## config.mk

```make
export PLATFORM = sky130hd
export DESIGN_NAME = fir_mac_ctrl
export DESIGN_NICKNAME = d
export VERILOG_FILES = /design/src/rtl/fir_mac_ctrl.sv
export SDC_FILE = /design/constraint.sdc
export NUM_CORES = 1
export LEC_CHECK = 0
export BUFFER_PORTS_ARGS = -buffer_cell sky130_fd_sc_hd__buf_4
export CORE_ASPECT_RATIO = 0.8
export CORE_UTILIZATION = 42
export DETAILED_ROUTE_END_ITERATION = 8
export PLACE_DENSITY = 0.69
export SYNTH_ARGS = -nofsm -noshare
export SYNTH_HDL_FRONTEND = slang
export SYNTH_SLANG_ARGS = --single-unit
```

## constraint.sdc

```tcl
create_clock -name clk -period 5.55 [get_ports clk]
set_input_delay 1.11 -clock clk [delete_from_list [all_inputs] [get_ports clk]]
set_output_delay 1.11 -clock clk [all_outputs]
set_load 0.02 [all_outputs]
```

## src/rtl/fir_mac_ctrl.sv

```systemverilog
// FIR tap sequencer: per accepted sample, one delay-line shift strobe, a MAC walk over all taps, then one scaled output.
// Define OUT_SAT_EN to saturate y to the signed WIDTH_DATA range instead of wrapping.
module fir_mac_ctrl #(
    parameter int WIDTH_DATA  = 8,
    parameter int WIDTH_COEF  = 8,
    parameter int N_TAPS      = 16,
    parameter int LOG2_N_TAPS = 4,
    parameter int OUT_SHIFT   = 7
) (
    input  logic                   clk,
    input  logic                   reset,
    input  logic                   in_valid,
    output logic                   in_ready,
    input  logic [WIDTH_DATA-1:0]  in_data,
    output logic                   shift_en,
    output logic [WIDTH_DATA-1:0]  shift_data,
    output logic [LOG2_N_TAPS-1:0] tap_addr,
    input  logic [WIDTH_DATA-1:0]  tap_data,
    input  logic [WIDTH_COEF-1:0]  coef_data,
    output logic                   out_valid,
    input  logic                   out_ready,
    output logic [WIDTH_DATA-1:0]  y,
    output logic                   busy
);
    localparam int WIDTH_PROD = WIDTH_DATA + WIDTH_COEF;
    localparam int WIDTH_ACC  = WIDTH_PROD + LOG2_N_TAPS;
    localparam logic [LOG2_N_TAPS-1:0] LAST_TAP = LOG2_N_TAPS'(N_TAPS - 1);

    typedef enum logic [2:0] {IDLE, SHIFT, MAC, DRAIN, OUT} state_t;

    state_t                 state_q, state_d;
    logic [WIDTH_DATA-1:0]  shift_data_q, shift_data_d;
    logic [LOG2_N_TAPS-1:0] tap_q, tap_d;
    logic [WIDTH_PROD-1:0]  prod_q, prod_d;
    logic [WIDTH_ACC-1:0]   acc_q, acc_d;
    logic [WIDTH_DATA-1:0]  y_q, y_d;
    logic [WIDTH_ACC-1:0]   acc_sum;
    logic [WIDTH_DATA-1:0]  y_next;

    assign acc_sum = acc_q + {{LOG2_N_TAPS{prod_q[WIDTH_PROD-1]}}, prod_q};

`ifdef OUT_SAT_EN
    localparam int WIDTH_S = WIDTH_ACC - OUT_SHIFT;
    logic [WIDTH_S-1:0] s;
    logic               sat_hi, sat_lo;

    // Out of range whenever the bits above the output sign differ from the sign of s.
    assign s      = acc_sum[WIDTH_ACC-1:OUT_SHIFT];
    assign sat_hi = !s[WIDTH_S-1] && (|s[WIDTH_S-2:WIDTH_DATA-1]);
    assign sat_lo =  s[WIDTH_S-1] && !(&s[WIDTH_S-2:WIDTH_DATA-1]);
    assign y_next = sat_hi ? {1'b0, {(WIDTH_DATA-1){1'b1}}} :
                    sat_lo ? {1'b1, {(WIDTH_DATA-1){1'b0}}} :
                             s[WIDTH_DATA-1:0];
`else
    assign y_next = acc_sum[OUT_SHIFT +: WIDTH_DATA];
`endif

    always_comb begin
        state_d      = state_q;
        shift_data_d = shift_data_q;
        tap_d        = tap_q;
        prod_d       = prod_q;
        acc_d        = acc_q;
        y_d          = y_q;
        case (state_q)
            IDLE: begin
                if (in_valid && in_ready) begin
                    shift_data_d = in_data;
                    acc_d        = '0;
                    tap_d        = '0;
                    state_d      = SHIFT;
                end
            end
            SHIFT: begin
                tap_d   = '0;
                state_d = MAC;
            end
            MAC: begin
                // Product is registered, so accumulation trails the tap address by one cycle.
                prod_d = $signed(tap_data) * $signed(coef_data);
                if (tap_q != '0) acc_d = acc_sum;
                if (tap_q == LAST_TAP) begin
                    state_d = DRAIN;
                end else begin
                    tap_d = tap_q + 1'b1;
                end
            end
            DRAIN: begin
                acc_d   = acc_sum;
                y_d     = y_next;
                state_d = OUT;
            end
            OUT: begin
                if (out_ready) state_d = IDLE;
            end
            default: state_d = IDLE;
        endcase
    end

    always_ff @(posedge clk or negedge reset) begin
        if (!reset) begin
            state_q      <= IDLE;
            shift_data_q <= '0;
            tap_q        <= '0;
            prod_q       <= '0;
            acc_q        <= '0;
            y_q          <= '0;
        end else begin
            state_q      <= state_d;
            shift_data_q <= shift_data_d;
            tap_q        <= tap_d;
            prod_q       <= prod_d;
            acc_q        <= acc_d;
            y_q          <= y_d;
        end
    end

    assign in_ready   = (state_q == IDLE);
    assign shift_en   = (state_q == SHIFT);
    assign out_valid  = (state_q == OUT);
    assign busy       = (state_q != IDLE);
    assign tap_addr   = tap_q;
    assign shift_data = shift_data_q;
    assign y          = y_q;

endmodule

```

# Yosys cells after proc, flatten, opt, wreduce, memory -nomap -nowiden
# Index checks and enable logic that the tools add are counted.
# op_classes
n_reduce_logical,10
n_eq_ne,10
mul,1
muxes,10
n_addsub,2
# op_table
op,n
case mux 20 bit (3 select lines),1
2-to-1 mux 20 bit,2
adder 20 bit,1
multiplier 8 x 8 -> 16 bit,1
case mux 3 bit (5 select lines),1
case mux 4 bit (3 select lines),1
2-to-1 mux 3 bit,3
AND reduction 3 bit,3
nonzero test 3 bit,3
2-to-1 mux 4 bit,2
"equality test 3 x 2 -> 1 bit, second input constant",2
"!= test 2 bit, second input constant",3
"adder 4 x 1 -> 4 bit, second input constant",1
"equality test 4 bit, second input constant",1
"!= test 2 x 1 -> 1 bit, second input constant",2
nonzero test 4 bit,1
"equality test 3 x 1 -> 1 bit, second input constant",1
"equality test 3 bit, second input constant",1
logical NOT 3 bit,1
AND reduction 2 bit,1
logical AND 1 bit,1
# word_totals
reg_bits,59
wordCells,39
out_inout_bits,24

# Longest topological paths before layout
# Gate-level depths: netlist of the first run.
# depth
depth_word,4
mapped_depth,17
ltp_nobuf,16

# Least setup slack after synthesis of the first run
# Ideal clock, no wire load.
# synth_timing
path_kind,input to register
startpoint,input coef_data[6]
endpoint,register prod_q[13]
arrival_ns,4.950
path_buffers,1
setup_ns,0.095
stages,16
slack_ns,0.504
path_cell_list,clkbuf_1 -> nand2_1 -> fa_1 -> fa_1 -> inv_1 -> fa_1 -> inv_1 -> fa_1 -> inv_1 -> ha_1 -> nand2_1 -> o21ai_1 -> o31a_1 -> o211a_1 -> o21a_1 -> o31ai_1
# synth_via
elab_chain_len,1
# synth_lines
element,line_no,source
from (decl),19,"input logic [WIDTH_COEF-1:0] coef_data,"
multiplier 8 x 8 -> 16 bit,80,prod_d = $signed(tap_data) * $signed(coef_data);
to (signal assigned),112,prod_q <= prod_d;
to (decl),34,"logic [WIDTH_PROD-1:0] prod_q, prod_d;"
# Every way passes these cells.
# A chain may end at the register's enable or synchronous reset.

# Final worst setup path of the first run
# layout_timing
startpoint,input tap_data[3]
endpoint,register prod_q[14]
# layout_via
elab_chain_len,1
# layout_lines
element,line_no,source
from (decl),18,"input logic [WIDTH_DATA-1:0] tap_data,"
multiplier 8 x 8 -> 16 bit,80,
# Every way passes these cells.

==> results of run 1 <==
[stage by stage]
stage               hold WS, ps  power [W]  utilization (%)  worst slack, ps
CTS                         501    0.00322             48.5              587
global route                520    0.00350             48.5              378
detailed placement          485    0.00289             47.3              281
floorplan                   447    0.00236                -              504
global placement            465    0.00279             47.3              368
finish                      492    0.00319             48.5              603
[power groups by stage]
stage	combinational (W)	clock, W	sequential (W)
final	0.00218	0.000317	0.000695
after floorplan	0.00162	0	0.000738
after detailed placement	0.00218	0	0.000702
after CTS	0.00219	0.000325	0.000696
after global placement	0.00210	0	0.000693
after global routing	0.00244	0.000336	0.000719
[cell type report]
cell class                      instances  share of cell area, %
Clock buffer                            5                   2.12
Clock inverter                          3                  0.424
Tap cell                              152                   3.22
Timing Repair Buffer                   51                   6.49
Sequential cell                        53                   22.5
Multi-Input combinational cell        393                   59.9
Inverter                               84                   5.34
[layer usage]
metal | vias to the layer above | track usage (%)
met1 | 1867 | 24.3
met2 | 91 | 28.4
met5 | - | 0
met3 | 9 | 2.25
met4 | 0 | 3.75
li1 | 1874 | -
[kinds of logic (layout without fill, tap and decap cells)]
group	Yosys count	count (layout)
adder cells (fa/ha/maj)	96	96
buffers and inverters	97	143
XOR/XNOR	23	23
multiplexers	20	20
AO/OA/AOI/OAI	96	96
flip-flops	53	53
AND/OR/NAND/NOR	158	158
[synthesized netlist by cell type (3+ instances only)]
library cell | count | area [sq um]
a31oi_1 | 3 | 18.8
o21a_1 | 11 | 82.6
o21ai_0 | 29 | 145
and2_1 | 37 | 231
nand2_1 | 51 | 191
o21bai_1 | 3 | 22.5
fa_1 | 53 | 1060
xor2_1 | 8 | 70.1
inv_1 | 84 | 315
nand2b_1 | 9 | 56.3
a21oi_1 | 11 | 55.1
ha_1 | 43 | 538
nand3_1 | 7 | 35.0
nor2b_1 | 6 | 37.5
nor3_1 | 10 | 50.1
xnor2_1 | 14 | 123
a21o_1 | 3 | 22.5
o21ai_1 | 3 | 15.0
mux2_2 | 18 | 203
or3_1 | 3 | 18.8
o31ai_1 | 4 | 30.0
a211oi_2 | 3 | 37.5
a22o_1 | 8 | 70.1
o211ai_1 | 3 | 22.5
nor2_1 | 22 | 82.6
clkbuf_1 | 5 | 18.8
buf_2 | 4 | 20.0
a21oi_2 | 4 | 35.0
dfrtp_1 | 53 | 1330
[path summary, 6_finish.rpt]
check,startpoint,end,cells past startpoint,slack (ps)
min reg2reg,y[7],y[7],2,490
max,tap_data[3],prod_q[14],17,600
max in group asynchronous,reset,acc_q[12],1,4260
min,y[7],y[7],2,490
max reg2reg,tap_addr[0],acc_q[2],6,3000
min in group asynchronous,reset,acc_q[11],1,840
[registers in the layout, summed over array words and instances, names as in the netlist]
register,count
acc_q,15
prod_q,15
shift_data,8
y,8
tap_addr,4
state_q,3
[critical path, delay by kind of cell]
| kind | cells | cell delay (ps) |
|---|---|---|
| AOI/OAI and AO/OA | 4 | 800 |
| xor gates and xnor gates | 1 | 150 |
| adders and majority gates | 5 | 2430 |
| buffers and inverters | 5 | 320 |
| and+or+nand+nor | 2 | 250 |
==> impl_results.md, run 1 <==
* Reg area at 1330 sq um
* Max-cap violations at 0
* Area share of fa/ha/maj cells after synthesis at 30.5%
* Main combinational cell family by area after synthesis: adder cells
* Status: finished clean
* Largest net degree at the start of global routing at 54
* Sw Share at 46.8%
* Post-route minimum period at 4950 ps
* Critical path peak fanout at 8
* Area grow syn2layout at 12.6%
* Mux contribution to synthesized area at 4.34%
* Overflow after GRT at 0
* Placeable core area at 12200 sq um
* Iteration-0 DRC count of the detailed router at 184
* Critical Path Sink Type: flip-flop
* Clock Latency Late Sink at 300 ps
* Max Freq at 202 MHz
* H-tree depth at 2
* Clock Tree Buf Depth at 2
* Final hold vios at 0
* Dominant synthesized flop cell: dfrtp_1
* Die footprint at 12900 sq um
* Crit share post-route at 89.1%
* Final std cells w/o fill at 741
* Final setup viols at 0
* CP required at 5680 ps
* First drt pass iteration count at 4
* Met3 WL at 372 um
* XOR/XNOR Fraction of Synth Area at 4.11%
* Worst min-delay path class: reg -> reg
* Final nets at 712
* DR top layer: met4
* Root Driver: clkbuf_16
* Critical path, cell by cell: buf_4 -> and2_1 -> fa_1 -> inv_1 -> fa_1 -> inv_1 -> fa_1 -> inv_1 -> fa_1 -> inv_1 -> ha_1 -> o21ai_0 -> o21a_1 -> nor3_1 -> a2111oi_4 -> xnor2_1 -> o21ai_0
* Clock Skews at 8.33 ps
* Async S/R FF share, synth at 100%
* Port bufs at 51
* Post-synth EDFFs at 0
* Power share of the sequential group at 21.8%
* Combinational share of power at 68.3%
* First-pass GRT wire length at 17.8 mm
* Synth Cell Area at 5240 sq um
* DRC viols at 0
* Unrepaired setup endpoints after global routing: no
* Met1 WL at 5.22 mm
* Num Clock Sinks at 53
* Worst path slowest cell: fa_1
* Fill count at 1116
* Final antenna-violating net count at 0
* PD cells at 541 nW/um^2
* GRT Total Usage at 17.2%
* Routed wire length at 10.6 mm
* Routability Congestion at 0.843
* Clk pwr share at 9.9%
* Synth Area in Compound Gates at 13.0%
* Initial antenna violation count at 0
* Max incr delay on CP at 550 ps
* Simple-Gate Fraction of Synth Area at 15.5%
* Met2 WL post-DR at 4.94 mm
* Mean Syn Cell Area at 9.65 sq um
* Commonest non-fill, non-tap cell in the layout: inv_1
* Die X at 127 um
* Setup TNS at 0 ps
* Drt wl/cell at 14.4 um
* Max Slew Vio Count at 0
* Syn_nets at 667
* CTS buffer count at 5
* CTS tree: yes
* Setup crit start kind: input pin
* Ratio of cells with drive above 1 in the final layout at 15.6%
* Setup Buffers After CTS at 0
* Vias at 3841
* Resized cells post-CTS at 0
* Die height at 102 um
* Most frequent cells in the layout: inv_1, fa_1, dfrtp_1
* ANT cells at 0
* Multi-input logic area at 3540 sq um
* Synthesis warning total at 0
* Worst-path clk slew at 70 ps
* Area post-placement at 5750 sq um
* Setup Crit Path Kind: in -> reg
* Rel. slew slack at 28.6%
* Hold Buf Count CTS at 0
* Post-synth cell types at 53
* Dpl cells at 733
* FF+latch count, synth at 53
* Peak VDD IR at 261 uV
* I/O pin count at 52
* Cell-internal power at 0.00170 W
* Sequential-to-total area share from yosys stat at 25.3%
* Post-route design area at 5900 sq um
* Slew of the pin with the lowest slew margin at 1070 ps
* Net Switching at 0.00149 W
* Pleak at 2.84 nW
* Cell count after synthesis at 543
* WP data arrival at 5080 ps
* Vias per inst at 5.18
* Initial core utilization at 43.1%
* Vias in the first global route at 3756
* FP Rows at 36
* DPL Wire Length at 8.72 mm
Power figures use the tool's default switching activity.
==> run 2, diff against run 1 <==
--- a/config.mk
+++ b/config.mk
@@ -5,6 +5,7 @@
 export SDC_FILE = /design/constraint.sdc
 export NUM_CORES = 1
 export LEC_CHECK = 0
+export ABC_AREA = 1
 export BUFFER_PORTS_ARGS = -buffer_cell sky130_fd_sc_hd__buf_4
 export CORE_ASPECT_RATIO = 0.8
 export CORE_UTILIZATION = 42
==> run 2 against run 1 <==
Compared with the run above: critical path depth grew 1; first-iteration DRC count grew 11%; fmax grew 3.0%; setup slack gained 140 ps; synthesized cell count grew 29%; cell count grew 23%; die area grew 2.4%; core utilization grew 0.34 points; sequential share of layout area shrank 0.48 points; register-to-register slack gained 580 ps; critical endpoint unchanged; largest cell class unchanged.
==> impl_results.md, run 2 <==
* CTS tree: yes
* Port bufs at 51
* Status: finished clean
* Yosys top cell by area: dfrtp_1
* Peak VDD IR at 345 uV
* Area share of fa/ha/maj cells after synthesis at 29.8%
* PD cells at 520 nW/um^2
* Clock Skews at 2.67 ps
* DPL Wire Length at 8.76 mm
* Synthesis warning total at 0
* Buffer and inverter count on the worst path at 5
* Max-cap violations at 0
* Total Power at 0.00314 W
* Critical path peak fanout at 7
* Critical path, cell by cell: buf_4 -> inv_1 -> or2_2 -> fa_1 -> fa_1 -> inv_1 -> fa_1 -> inv_1 -> fa_1 -> inv_1 -> ha_1 -> a21oi_1 -> o21ai_0 -> nand2_1 -> nand3_1 -> nand3_1 -> nand3_1 -> nand2_1
* H-tree depth at 2
* Post-synth EDFFs at 0
* Hold Buf Count CTS at 0
* Critical Path Sink Type: flip-flop
* Commonest cells post-synth: nand2_1, inv_1, dfrtp_1, fa_1, nand3_1
* Die height at 103 um
* Most frequent cells in the layout: nand2_1, inv_1, fa_1, dfrtp_1, buf_4
* Initial antenna violation count at 0
* Overflow after GRT at 0
* Most common cell in the netlist: nand2_1
* Final antenna-violating net count at 0
* Clock Tree Buf Depth at 2
* Unrepaired setup endpoints after global routing: no
* Initial core utilization at 43.5%
* Final hold vios at 0
* Power share of the sequential group at 21.8%
* Async S/R FF share, synth at 100%
* Fill count at 1238
* Final nets at 862
* Post-route minimum period at 4800 ps
* Synth Cell Area at 5370 sq um
* Simple-Gate Fraction of Synth Area at 23.1%
* Max incr delay on CP at 540 ps
* Net Switching at 0.00158 W
* Worst-path clk slew at 70 ps
* Root Driver: clkbuf_16
* XOR/XNOR Fraction of Synth Area at 1.63%
* Cell family with most CP delay: adder cells
* Combinational share of power at 68.1%
* Reg2Reg Depth at 11
* FP Rows at 36
* Area grow syn2layout at 12.2%
* First drt pass iteration count at 7
* Largest net degree at the start of global routing at 54
* Resized cells post-CTS at 0
* Max Freq at 208 MHz
* FF+latch count, synth at 53
* Post-synth cell types at 36
* Placeable core area at 12300 sq um
* I/O pin count at 52
* Vias at 4307
* Sw Share at 50.4%
* Iteration-0 DRC count of the detailed router at 205
* Setup Buffers After CTS at 0
* Setup crit start kind: input pin
* Die footprint at 13300 sq um
* Largest registers: acc_q x15, prod_q x15
* CTS buffer count at 5
* Num Clock Sinks at 53
* Routed wire length at 10.7 mm
* Cell-internal power at 0.00156 W
* Crit share post-route at 86.5%
* Worst path slowest cell: fa_1
* Vias in the first global route at 4020
* Crit path depth at 18
* Mux contribution to synthesized area at 1.68%
* Ratio of cells with drive above 1 in the final layout at 12.2%
* WP data arrival at 4990 ps
* DRC viols at 0
* Dominant synthesized flop cell: dfrtp_1
* Worst reg2reg setup slack at 3580 ps
* Sequential-to-total area share from yosys stat at 24.7%
* Slew of the pin with the lowest slew margin at 662 ps
* Routability Congestion at 0.876
* Vias per inst at 4.73
* CP required at 5740 ps
* GRT Total Usage at 17.9%
* Drt wl/cell at 11.7 um
* Post-synth top area share at 24.7%
* Final setup viols at 0
* Setup TNS at 0 ps
* Die X at 128 um
* Final core occ at 48.9%
* Cell count after synthesis at 699
* Rel. slew slack at 55.9%
* Mean Syn Cell Area at 7.69 sq um
* Main combinational cell family by area after synthesis: adder cells
* Clock Latency Late Sink at 300 ps
* Worst min-delay path class: reg -> reg
* Synth Area in Compound Gates at 6.87%
* First-pass GRT wire length at 18.8 mm
* Commonest non-fill, non-tap cell in the layout: nand2_1
* ANT cells at 0
* Setup Crit Path Kind: in -> reg
* Hold depth at 2
* Syn_nets at 823
* Clk pwr share at 10.1%
* Max Slew Vio Count at 0
* Pleak at 3.40 nW
* Most area-consuming cells after synthesis: dfrtp_1, fa_1, nand2_1
[run 2: changes by cell type in the layout (fill, tap and decap cells not counted), sizes merged, moves of 7 or more]
cell,delta
or2,+7
and2,-37
nor2b,-7
nand2b,-9
a21oi,+15
inv,+68
a22o,-7
nand3,+37
nor2,+13
o21a,-9
nor3,-7
mux2,-11
nand2,+143
[run 2: power groups by stage]
stage          sequential [W]  combinational, W  clock, W
3_3_place_gp         0.000690           0.00211         0
5_1_grt              0.000710           0.00246  0.000333
2_1_floorplan        0.000738           0.00158         0
3_5_place_dp         0.000690           0.00214         0
4_1_cts              0.000688           0.00215  0.000323
6_report             0.000686           0.00214  0.000317
[run 2: layer usage]
metal / up-vias / global-route usage, % / routed length [um]
li1: 2206 / - / -
met1: 2006 / 27.7 / 5650
met3: 8 / 2.75 / 500
met2: 87 / 26.8 / 4460
met4: 0 / 2.71 / 57
met5: - / 0 / 0
[run 2: path summary, 6_finish.rpt]
kind | start | to
worst max register to register | prod_q[0] | y[5]
worst min register to register | y[4] | y[4]
worst max-delay path | coef_data[7] | prod_q[14]
max in group asynchronous | reset | state_q[1]
min in group asynchronous | reset | y[1]
worst min-delay path | y[4] | y[4]
[run 2: kinds of logic (layout without fill, tap and decap cells)]
family / Yosys count / in the layout
AO/OA/AOI/OAI: 68 / 68
XOR/XNOR: 10 / 10
adder cells (fa/ha/maj): 96 / 96
buffers and inverters: 172 / 212
flip-flops: 53 / 53
multiplexers: 8 / 8
AND/OR/NAND/NOR: 292 / 292
[run 2: final cells by class]
type                            instances  area (sq um)  area share, %
Tap cell                              171           214           3.55
Clock inverter                          3          21.3          0.353
Timing Repair Buffer                   51           383           6.35
Clock buffer                            5           125           2.07
Sequential cell                        53          1330           22.0
Inverter                              153           574           9.52
Multi-Input combinational cell        474          3390           56.2
[run 2: worst register-to-register path: cells and delay by family, from the launching register on]
family,cells,cell delay [ps]
adders and majority gates,2,560
buffers and inverters,2,210
DFF,1,370
and+or+nand+nor,7,730
[run 2: per-stage QoR]
stage	area [sq um]	instances	hold WS, ps	setup slack [ps]
after floorplan	5370	699	452	661
after global placement	5880	902	466	518
after detailed placement	5880	902	467	423
after CTS	6030	910	486	736
after global routing	6030	910	505	447
final	6030	910	481	747
==> run 3, diff against run 2 <==
--- a/config.mk
+++ b/config.mk
@@ -7,7 +7,7 @@
 export LEC_CHECK = 0
 export ABC_AREA = 1
 export BUFFER_PORTS_ARGS = -buffer_cell sky130_fd_sc_hd__buf_4
-export CORE_ASPECT_RATIO = 0.8
+export CORE_ASPECT_RATIO = 0.75
 export CORE_UTILIZATION = 42
 export DETAILED_ROUTE_END_ITERATION = 8
 export PLACE_DENSITY = 0.69
==> run 3 against run 2 <==
Compared with the run above: clock-buffer cell count unchanged; flip-flop and latch count unchanged; power down 0.16%.
==> impl_results.md, run 3 (synthesized netlist as in run 2, its figures left out) <==
* Status: finished clean
* Final setup viols at 0
* Clock Latency Late Sink at 300 ps
* Max Slew Vio Count at 0
* Worst-path clk slew at 70 ps
* Initial antenna violation count at 0
* Drt wl/cell at 12.0 um
* First-pass GRT wire length at 19.4 mm
* ANT cells at 0
* Resized cells post-CTS at 0
* Clk pwr share at 10.0%
* Clock Tree Buf Depth at 2
* Worst min-delay path class: reg -> reg
* Critical Path Sink Type: flip-flop
* Power share of the sequential group at 21.9%
* Net Switching at 0.00158 W
* Num Clock Sinks at 53
* Hold Buf Count CTS at 0
* Post-route minimum period at 4790 ps
* Routability Congestion at 0.866
* Most frequent cells in the layout: nand2_1, inv_1, fa_1, dfrtp_1, buf_4
* Critical path, cell by cell: buf_4 -> inv_1 -> or2_2 -> fa_1 -> fa_1 -> inv_1 -> fa_1 -> inv_1 -> fa_1 -> inv_1 -> ha_1 -> a21oi_1 -> o21ai_0 -> a21oi_1 -> xor2_1 -> o21ai_0
* Die height at 100 um
* Max Freq at 209 MHz
* Initial core utilization at 43.4%
* Sw Share at 50.4%
* Peak VDD IR at 425 uV
* Slew of the pin with the lowest slew margin at 661 ps
* Critical path peak fanout at 7
* Combinational share of power at 68.1%
* DPL Wire Length at 9.00 mm
* PD cells at 520 nW/um^2
* Die X at 133 um
* Unrepaired setup endpoints after global routing: no
* FP Rows at 35
* Cell-internal power at 0.00155 W
* Setup Buffers After CTS at 0
* Commonest non-fill, non-tap cell in the layout: nand2_1
* CP required at 5720 ps
* Fill count at 1250
* Crit share post-route at 86.3%
* Clock Skews at 4.62 ps
* Port bufs at 51
* Final nets at 862
* I/O pin count at 52
* Vias in the first global route at 4167
* Root Driver: clkbuf_16
* CTS buffer count at 5
* Die footprint at 13300 sq um
* Final core occ at 48.6%
* Final std cells w/o fill at 905
* Iteration-0 DRC count of the detailed router at 244
* DRC viols at 0
* Max incr delay on CP at 540 ps
* Routed wire length at 10.9 mm
* GRT Total Usage at 18.1%
* Setup Crit Path Kind: in -> reg
* Rel. slew slack at 55.9%
* Area grow syn2layout at 12.1%
* Ratio of cells with drive above 1 in the final layout at 12.2%
* H-tree depth at 2
* Max-cap violations at 0
* Setup crit start kind: input pin
* Worst path slowest cell: fa_1
* Largest registers: acc_q x15, prod_q x15
* Largest net degree at the start of global routing at 54
* Overflow after GRT at 0
* First drt pass iteration count at 4
* Final hold vios at 0
* Vias per inst at 4.79
* Final antenna-violating net count at 0
* Vias at 4335
* Pleak at 3.40 nW
* CTS tree: yes
* Setup TNS at 0 ps
* Placeable core area at 12400 sq um
* WP data arrival at 4960 ps
* Dpl cells at 897
-- run 3: cell counts in the layout (fill, tap and decap cells not counted) --
No cell type changed its count.
-- run 3: layout make-up --
| type | count | area (sq um) | area share, % |
|---|---|---|---|
| Clock buffer | 5 | 125 | 2.08 |
| Clock inverter | 3 | 21.3 | 0.353 |
| Inverter | 153 | 574 | 9.53 |
| Multi-Input combinational cell | 474 | 3390 | 56.2 |
| Sequential cell | 53 | 1330 | 22.0 |
| Tap cell | 166 | 208 | 3.45 |
| Timing Repair Buffer | 51 | 383 | 6.36 |
-- run 3: final timing paths --
check	cells after the start	end	slack, ps	start
setup / recovery	16	prod_q[10]	760	coef_data[7]
hold / removal	2	y[4]	480	y[4]
setup reg to reg	11	acc_q[12]	3620	prod_q[0]
hold reg to reg	2	y[4]	480	y[4]
max in group asynchronous	1	y[5]	4260	reset
min in group asynchronous	1	y[2]	820	reset
-- run 3: power by group through the flow --
stage	Sequential (W)	Clock (W)	Combinational, W
finish	0.000686	0.000313	0.00213
global route	0.000709	0.000340	0.00247
CTS	0.000688	0.000320	0.00215
detailed placement	0.000689	0	0.00214
global placement	0.000693	0	0.00210
floorplan	0.000738	0	0.00158
-- run 3: through the flow --
stage	setup WS, ps	instance area (sq um)	power [W]	hold WS, ps
after floorplan	661	5370	0.00231	452
after global routing	447	6020	0.00352	501
final	761	6020	0.00313	479
after global placement	505	5880	0.00279	466
after detailed placement	437	5880	0.00283	466
after CTS	765	6020	0.00315	485
-- run 3: critical path: cells and delay by family --
family	cells	cell delay, ps
AOI/OAI and AO/OA	4	580
xor gates and xnor gates	1	150
adders and majority gates	5	2440
buffers and inverters	5	340
and+or+nand+nor	1	310
-- run 3: per-layer routing --
metal  part of all wire [%]  vias up  track usage [%]  wire [um]
met3                    4.6       11             3.18        496
met1                     53     2037             27.8       5810
met4                   0.91        0             3.27         99
li1                       -     2204                -          -
met2                     41       83             26.9       4490
met5                      0        -                0          0
